`src/rtl/clk_div_pkg.sv`:
```
// Shared constants, channel configuration layout and width helper for the multi-channel divider.
package clk_div_pkg;

    localparam int DEF_CNT_W = 28;
    localparam int DEF_DIV   = 2;
    localparam int DEF_HIGH  = 1;

    typedef struct packed {
        logic [DEF_CNT_W-1:0] div;
        logic [DEF_CNT_W-1:0] high;
    } chan_cfg_t;

    function automatic int clog2_min1(input int n);
        int w;
        w = 1;
        while ((32'sd1 << w) < n) begin
            w = w + 1;
        end
        return w;
    endfunction

endpackage

```
`src/rtl/clk_div_chan.sv`:
```
// One divider channel: free-running counter, active/shadow config and pending flag.
// Outputs are registered one cycle after the count they are derived from.
module clk_div_chan
    import clk_div_pkg::*;
#(
    parameter int CNT_W        = DEF_CNT_W,
    parameter int DEFAULT_DIV  = DEF_DIV,
    parameter int DEFAULT_HIGH = DEF_HIGH
) (
    input  logic             clk_i,
    input  logic             rst_i,
    input  logic             en_i,
    input  logic             sync_i,
    input  logic             wr_i,
    input  logic [CNT_W-1:0] wr_div_i,
    input  logic [CNT_W-1:0] wr_high_i,
    output logic             pend_o,
    output logic             clk_o,
    output logic             tick_o
);

    typedef struct packed {
        logic [CNT_W-1:0] div;
        logic [CNT_W-1:0] high;
    } cfg_t;

    localparam logic [CNT_W-1:0] ONE = CNT_W'(1);

    cfg_t             act_q, act_d;
    cfg_t             shd_q, shd_d;
    logic             pend_q, pend_d;
    logic [CNT_W-1:0] cnt_q, cnt_d;
    logic             clk_q, clk_d;
    logic             tick_q, tick_d;
    logic             stopped;
    logic             boundary;
    logic             apply;

    always_comb begin
        stopped  = (act_q.div == '0);
        // A stopped channel sits on a period boundary every cycle, so a new divisor can land.
        boundary = stopped || (cnt_q >= act_q.div - ONE);
        apply    = pend_q && (boundary || !en_i || sync_i);

        clk_d  = en_i && !stopped && (cnt_q < act_q.high);
        tick_d = en_i && !stopped && (act_q.high != '0) && (cnt_q == '0);
        cnt_d  = (sync_i || !en_i || boundary) ? '0 : cnt_q + ONE;

        act_d  = apply ? shd_q : act_q;
        shd_d  = shd_q;
        pend_d = pend_q && !apply;
        if (wr_i) begin
            shd_d  = '{div: wr_div_i, high: wr_high_i};
            pend_d = 1'b1;
        end
    end

    always_ff @(posedge clk_i) begin
        if (rst_i) begin
            act_q  <= '{div: CNT_W'(DEFAULT_DIV), high: CNT_W'(DEFAULT_HIGH)};
            shd_q  <= '0;
            pend_q <= 1'b0;
            cnt_q  <= '0;
            clk_q  <= 1'b0;
            tick_q <= 1'b0;
        end else begin
            act_q  <= act_d;
            shd_q  <= shd_d;
            pend_q <= pend_d;
            cnt_q  <= cnt_d;
            clk_q  <= clk_d;
            tick_q <= tick_d;
        end
    end

    assign pend_o = pend_q;
    assign clk_o  = clk_q;
    assign tick_o = tick_q;

endmodule

```
`src/rtl/clk_div_multi.sv`:
```
// N-channel programmable clock divider with per-channel tick strobes.
// Config writes stall (READY low) while the target channel still holds an unapplied update.
module clk_div_multi
    import clk_div_pkg::*;
#(
    parameter int NUM_CH       = 4,
    parameter int CNT_W        = DEF_CNT_W,
    parameter int DEFAULT_DIV  = DEF_DIV,
    parameter int DEFAULT_HIGH = DEF_HIGH
) (
    input  logic                            CLK_IN,
    input  logic                            RST_IN,
    input  logic [NUM_CH-1:0]               EN_IN,
    input  logic                            SYNC_IN,
    input  logic                            CFG_VALID_IN,
    output logic                            CFG_READY_OUT,
    input  logic [clog2_min1(NUM_CH)-1:0]   CFG_CH_IN,
    input  logic [CNT_W-1:0]                CFG_DIV_IN,
    input  logic [CNT_W-1:0]                CFG_HIGH_IN,
    output logic [NUM_CH-1:0]               CLK_OUT,
    output logic [NUM_CH-1:0]               TICK_OUT
);

    localparam int CH_W = clog2_min1(NUM_CH);

    logic [NUM_CH-1:0]      pend;
    logic [NUM_CH-1:0]      wr;
    logic [(1<<CH_W)-1:0]   pend_pad;
    logic                   accept;

    // Unpopulated channel indices read as never pending; writes to them match no channel.
    always_comb begin
        pend_pad               = '0;
        pend_pad[NUM_CH-1:0]   = pend;
    end

    assign CFG_READY_OUT = !pend_pad[CFG_CH_IN];
    assign accept        = CFG_VALID_IN && CFG_READY_OUT;

    for (genvar gi = 0; gi < NUM_CH; gi++) begin : g_ch
        assign wr[gi] = accept && (CFG_CH_IN == CH_W'(gi));

        clk_div_chan #(
            .CNT_W        (CNT_W),
            .DEFAULT_DIV  (DEFAULT_DIV),
            .DEFAULT_HIGH (DEFAULT_HIGH)
        ) u_chan (
            .clk_i     (CLK_IN),
            .rst_i     (RST_IN),
            .en_i      (EN_IN[gi]),
            .sync_i    (SYNC_IN),
            .wr_i      (wr[gi]),
            .wr_div_i  (CFG_DIV_IN),
            .wr_high_i (CFG_HIGH_IN),
            .pend_o    (pend[gi]),
            .clk_o     (CLK_OUT[gi]),
            .tick_o    (TICK_OUT[gi])
        );
    end

endmodule

```
`config.mk`:
```
export PLATFORM = sky130hd
export DESIGN_NAME = clk_div_multi
export DESIGN_NICKNAME = d
export VERILOG_FILES = /design/src/rtl/clk_div_pkg.sv /design/src/rtl/clk_div_chan.sv /design/src/rtl/clk_div_multi.sv
export SDC_FILE = /design/constraint.sdc
export NUM_CORES = 1
export LEC_CHECK = 0
export ABC_AREA = 1
export BUFFER_PORTS_ARGS = -buffer_cell sky130_fd_sc_hd__buf_2
export CORE_MARGIN = 2
export CORE_UTILIZATION = 45
export DETAILED_ROUTE_END_ITERATION = 8
export GPL_TIMING_DRIVEN = 0
export PLACE_DENSITY_LB_ADDON = 0.08
export SYNTH_ARGS = -nofsm -noshare
export SYNTH_HDL_FRONTEND = slang
export SYNTH_SLANG_ARGS = --single-unit
```
`constraint.sdc`:
```
create_clock -name CLK_IN -period 6.2 [get_ports CLK_IN]
set_input_delay 0.62 -clock CLK_IN [delete_from_list [all_inputs] [get_ports CLK_IN]]
set_output_delay 0.62 -clock CLK_IN [all_outputs]
set_load 0.005 [all_outputs]
```
==> flow_summary.json, run 1 <==
{
  "fin_crit_sh": 0.6190,
  "maxCapViolCount": 0,
  "cp.arrival_ns": 4.33,
  "dp_hpwl_um": 74660,
  "cts_max_path_buffers": 3,
  "end_kind": "register",
  "drive_gt1_frac": 0.06687,
  "cts_resized": 0,
  "yosys_warnings": 0,
  "slew_headroom": 0.3365,
  "worst_pin_slew_ns": 0.9952,
  "setup-tns-final_ns": 0,
  "initial_core_util": 0.4557,
  "ys_seq_area_frac": 0.3657,
  "coreArea_um2": 68710,
  "grt.overflow.total": 0,
  "grt_usage": 0.2701,
  "synthMuxAreaShare": 0,
  "finClkSkew_ns": 0.01510,
  "num_rows": 96,
  "die_h_um": 267.8,
  "placed_cells": 5467,
  "synth_fa_ha_area_frac": 0.09270,
  "netlist_instances": 4463,
  "power_uw": 9001,
  "port_buffers": 73,
  "power_density_nw_per_um2": 256.5,
  "first_pass_iters": 8,
  "fmax_mhz": 260.5,
  "async_flop_share": 0,
  "drc": 0,
  "period_needed_ns": 3.838,
  "cts_root_buffer": "clkbuf_16",
  "p_leak_uw": 0.01440,
  "synth_ff_type": "dfxtp_1",
  "final_cell_count_no_fill": 5586,
  "synthTopCellsByArea": "dfxtp_1, ha_1, a21oi_1",
  "grt_start_max_net_pins": 14,
  "grt_antenna_before_repair": 4,
  "via_per_inst": 5.168,
  "avgSynthCellArea_um2": 7.016,
  "crit_required_ns": 6.69,
  "grt_pass1_vias": 26870,
  "grt_pass1_wl_um": 149600,
  "drt_iter0_markers": 2131,
  "cts_tree": "yes",
  "numClockSinks": 572,
  "final_nets": 4904,
  "clk_transition_reported_paths_ns": 0.06,
  "wirelength_um": 97160,
  "rsz0062_at_grt": "no",
  "vias": 28870,
  "cts_hold_buf": 0,
  "yosys.area.top_type": "dfxtp_1",
  "worstSkewPairLatency_ns": 0.60,
  "fill_cells": 7212,
  "worstHoldPathType": "primary input to register",
  "synth_xor_area_frac": 0.04168,
  "die_area_um2": 71710,
  "critPathKind": "register to register",
  "synth_edf_count": 0,
  "die_w_um": 267.8,
  "ys_seq_elements": 572,
  "final_core_util": 0.5107,
  "area_growth_pct": 12.05,
  "syn_area_um2": 31310,
  "pin_count": 75,
  "drt.antenna.violating_nets": 0,
  "finalSetupViolations": 0,
  "cp-start-kind": "register",
  "syn-num-nets": 4761,
  "synth_cell_types": 44,
  "synth_top_family_by_area": "simple AND/OR/NAND/NOR gates",
  "place_congestion": 0.9162,
  "synth-compound-area-share": 0.1397,
  "hold_viol_final": 0,
  "htree_levels": 3,
  "max-vdd-ir-drop_mv": 0.1919,
  "slew_violations": 0,
  "drt-wirelength-per-cell_um": 17.39,
  "status": "completed",
  "synth_simple_gate_area_frac": 0.2503,
  "fin_worst_hold_slack_ns": 0.4354,
  "worstPathMaxFanout": 10,
  "synth_top_cell_area_share": 0.3657,
  "cts_setup_buffers": 0,
  "cts_buffers": 68
}
through the flow:
step / instance area (um^2) / worst slack (ns)
3_3_place_gp: 32840 / 2.305
5_1_grt: 35070 / 1.845
6_report: 35080 / 2.362
2_1_floorplan: 31310 / 3.131
4_1_cts: 35070 / 2.327
3_5_place_dp: 32840 / 2.350
path summary, 6_finish.rpt:
check	startpoint	end	slack, ns	cells past startpoint
worst max-delay path	g_ch[0].u_chan.act_q[28]$_SDFFE_PP0P_	g_ch[0].u_chan.act_q[39]$_SDFFE_PP0P_	2.36	22
worst max register to register	g_ch[0].u_chan.act_q[28]$_SDFFE_PP0P_	g_ch[0].u_chan.act_q[39]$_SDFFE_PP0P_	2.36	22
worst min register to register	g_ch[0].u_chan.shd_q[29]$_SDFFE_PP0P_	g_ch[0].u_chan.shd_q[29]$_SDFFE_PP0P_	0.45	2
worst min-delay path	EN_IN[1]	g_ch[1].u_chan.tick_o$_SDFF_PP0_	0.44	5
cell usage after synthesis (all sizes together), types with 80 or more instances:
library cell  number
clkbuf            96
nor2             527
nand4             80
nand2            700
buf              121
ha               232
inv              620
o21ai            255
a21oi            576
dfxtp            572
nand3            352
xor2              98
cells in the final DEF, fill, tap and decap left out, types with 45 or more instances in the layout:
master     count
o21ai_1       45
nor4_1        53
clkbuf_1     108
o21ai_0      210
a21oi_1      575
inv_1        618
nand2_1      699
xor2_1        98
clkbuf_16     73
dfxtp_1      572
nand4_1       79
buf_2        124
nor3_1        73
xnor2_1       51
nor2_1       511
ha_1         232
nand3_1      346
report_power, final:
part           internal, uW  switching, uW
combinational           365            704
sequential             3820           79.4
clock                  2440           1600
total                  6620           2380
sequential cells by signal, indices dropped and copies added (netlist names):
signal,flops
g_ch.u_chan.pend_o,4
g_ch.u_chan.shd_q,224
g_ch.u_chan.act_q,224
g_ch.u_chan.clk_o,4
g_ch.u_chan.cnt_q,112
g_ch.u_chan.tick_o,4
per-layer routing:
metal	up-vias	GRT usage	wire length [um]
li1	14860	-	-
met1	13180	0.3672	44720
met2	687	0.4341	42740
met3	141	0.05718	7209
met4	2	0.07127	2479
met5	-	0	10
cell families (layout without fill, tap and decap cells):
logic type,count (synthesis),count (layout)
buffers and inverters,837,1025
xor gates and xnor gates,149,149
adders and majority gates,232,232
and+or+nand+nor,1813,1813
DFF,572,572
AOI/OAI and AO/OA,860,860
other,0,4
cell type report:
| class | instances | area, um^2 | area share |
|---|---|---|---|
| Clock inverter | 18 | 195.2 | 0.005563 |
| Tap cell | 931 | 1165 | 0.03320 |
| Antenna cell | 4 | 10.01 | 0.0002853 |
| Clock buffer | 97 | 2037 | 0.05806 |
| Sequential cell | 572 | 11450 | 0.3264 |
| Inverter | 620 | 2327 | 0.06633 |
| Multi-Input combinational cell | 3054 | 16420 | 0.4680 |
| Timing Repair Buffer | 73 | 365.4 | 0.01041 |
| Buffer | 217 | 1115 | 0.03177 |
worst max-delay path, stage by stage, from the launching register on:
cell and delay, ns:
dfxtp_1 0.33, inv_1 0.11, ha_1 0.19, nand2_1 0.10, nor2_1 0.23, nand3_1 0.25
nor2_2 0.22, nand3_1 0.14, nor2_1 0.14, xor2_1 0.15, inv_1 0.05, ha_1 0.26
nand2_1 0.06, nor2_1 0.13, nor3b_1 0.34, nor2b_1 0.18, nand2_1 0.11, nand3_2 0.11
buf_6 0.17, buf_4 0.18, nand3_1 0.13, nand2_1 0.11, nor2_1 0.04
Note: power is estimated with default switching activity, not from simulation.
==> inputs of run 2 (changes only) <==
clock period = 3.7 ns   (was 6.2 ns; I/O delays follow)
==> flow_summary.json, run 2 (synthesis gave the netlist of run 1 again) <==
{
  "status": "completed",
  "holdPathEnd": "g_ch[1].u_chan.tick_o$_SDFF_PP0_",
  "dp_hpwl_um": 74660,
  "drive_gt1_frac": 0.08208,
  "die_w_um": 267.8,
  "placed_cells": 5467,
  "finalSetupViolations": 0,
  "drt_iter0_markers": 2088,
  "vias": 29010,
  "coreArea_um2": 68710,
  "cts_max_path_buffers": 3,
  "grt_pass1_vias": 26880,
  "fill_cells": 7169,
  "worstHoldPathType": "primary input to register",
  "rrSetupSlack_ns": 0.25,
  "cts_tree": "yes",
  "initial_core_util": 0.4557,
  "place_congestion": 0.9162,
  "grt_start_max_net_pins": 14,
  "via_per_inst": 5.180,
  "htree_levels": 3,
  "cp.arrival_ns": 3.94,
  "layout_common_cells": "nand2_1, inv_1, a21oi_1, dfxtp_1, nor2_1",
  "critPathKind": "register to register",
  "grt_antenna_before_repair": 4,
  "final_core_util": 0.5177,
  "layout_commonest_cell": "nand2_1",
  "grt_pass1_wl_um": 149600,
  "worstPathMaxFanout": 10,
  "drt-wirelength-per-cell_um": 17.45,
  "maxCapViolCount": 0,
  "die_h_um": 267.8,
  "p_leak_uw": 0.01456,
  "reg2reg_to": "g_ch[1].u_chan.act_q[11]$_SDFFE_PP0P_",
  "regToRegStartpoint": "g_ch[1].u_chan.act_q[29]$_SDFFE_PP1P_",
  "worst_pin_slew_ns": 1.003,
  "hold_viol_final": 0,
  "final_nets": 4919,
  "numClockSinks": 572,
  "min_from": "EN_IN[1]",
  "crit_required_ns": 4.19,
  "grt_usage": 0.2701,
  "cp-start-kind": "register",
  "clk_transition_reported_paths_ns": 0.06,
  "wirelength_um": 97750,
  "period_needed_ns": 3.454,
  "cts_root_buffer": "clkbuf_16",
  "r2r_cells": 23,
  "pin_count": 75,
  "cts_hold_buf": 0,
  "min_path_cells": 5,
  "port_buffers": 73,
  "slew_headroom": 0.3315,
  "power_density_nw_per_um2": 426.8,
  "area_growth_pct": 13.60,
  "fin_crit_sh": 0.9336,
  "end_kind": "register",
  "die_area_um2": 71710,
  "largestRegisters": "g_ch.u_chan.act_q: 224 flops, g_ch.u_chan.shd_q: 224 flops, g_ch.u_chan.cnt_q: 112 flops",
  "cts_buffers": 68,
  "num_rows": 96,
  "slew_violations": 0,
  "finClkSkew_ns": 0.01392,
  "fmax_mhz": 289.5,
  "max-vdd-ir-drop_mv": 0.3230,
  "worstSkewPairLatency_ns": 0.60,
  "first_pass_iters": 5,
  "final_cell_count_no_fill": 5601,
  "power_uw": 15180,
  "grt.overflow.total": 0,
  "drc": 0,
  "drt.antenna.violating_nets": 0
}
-- run 2: cell count changes in the layout (fill, tap and decap cells not counted), sizes merged --
| cell | change |
|---|---|
| buf | +14 |
| clkbuf | +1 |
-- run 2: timing repair --
action                     4_1_cts  5_1_grt
pin swaps                        0       15
setup buffers                    0       15
setup endpoints to repair       94      331
gates resized for setup          5       88
gates cloned                     0        1
-- run 2: critical path, cell delays in order (launching register included) --
cell and delay (ns):
dfxtp_1 0.34, inv_1 0.10, ha_1 0.20, nand3_2 0.12, inv_1 0.08, nand2_1 0.10
nor2_2 0.15, nand3_2 0.15, nor2_4 0.13, nand3_1 0.12, xnor2_2 0.15, inv_1 0.06
ha_1 0.26, nand2_1 0.07, nor2_2 0.13, nor3b_4 0.22, nor2b_1 0.15, nand2_1 0.09
nand3_2 0.14, buf_8 0.18, buf_6 0.15, nand3_1 0.09, nand2_1 0.12, nor2_1 0.05
-- run 2: worst max-delay path by stage --
stage / startpoint / slack, ns / depth (start not counted) / endpoint
after floorplan: g_ch[0].u_chan.act_q[28]$_SDFFE_PP0P_ / 0.63 / 22 / g_ch[0].u_chan.act_q[1]$_SDFFE_PP0P_
after global placement: g_ch[0].u_chan.act_q[28]$_SDFFE_PP0P_ / -0.17 / 22 / g_ch[0].u_chan.act_q[39]$_SDFFE_PP0P_
after detailed placement: g_ch[0].u_chan.act_q[28]$_SDFFE_PP0P_ / -0.15 / 22 / g_ch[0].u_chan.act_q[39]$_SDFFE_PP0P_
after CTS: g_ch[0].u_chan.act_q[29]$_SDFFE_PP1P_ / -0.05 / 21 / g_ch[0].u_chan.cnt_q[17]$_SDFF_PP0_
after global routing: g_ch[2].u_chan.act_q[30]$_SDFFE_PP0P_ / -0.03 / 22 / g_ch[2].u_chan.act_q[13]$_SDFFE_PP0P_
final: g_ch[1].u_chan.act_q[29]$_SDFFE_PP1P_ / 0.25 / 23 / g_ch[1].u_chan.act_q[11]$_SDFFE_PP0P_
-- run 2: power by group --
group          internal [uW]  switching, uW
clock network           4090           2680
registers               6390            136
logic                    662           1220
total                  11100           4040
-- run 2: final cells by class --
cell class              count  area (um^2)  area share
clock inverters            18        195.2    0.005487
inverters                 620         2327     0.06542
well taps                 931         1165     0.03275
plain buffers             216         1154     0.03243
diodes                      4        10.01   0.0002814
multi-input cells        3054        16730      0.4703
repair buffers             89        503.0     0.01414
flip-flops and latches    572        11450      0.3219
clock buffers              97         2037     0.05726
-- run 2: metrics by stage --
step | hold WS, ns | area, um^2 | worst slack (ns) | setup TNS (ns)
global route | 0.1695 | 35560 | -0.03115 | -0.3084
global placement | 0.4358 | 32840 | -0.1737 | -6.051
finish | 0.1900 | 35570 | 0.2458 | 0
floorplan | 0.4242 | 31310 | 0.6308 | 0
CTS | 0.1517 | 35090 | -0.04501 | -0.3204
detailed placement | 0.4401 | 32840 | -0.1505 | -4.950
-- run 2: per-layer routing --
metal  vias to the layer above  GRT usage  wire length (um)
met4                         2    0.07127              2376
met2                       699     0.4341             43290
met5                         -          0                10
met1                     13290     0.3673             44660
met3                       132    0.05718              7414
li1                      14890          -                 -
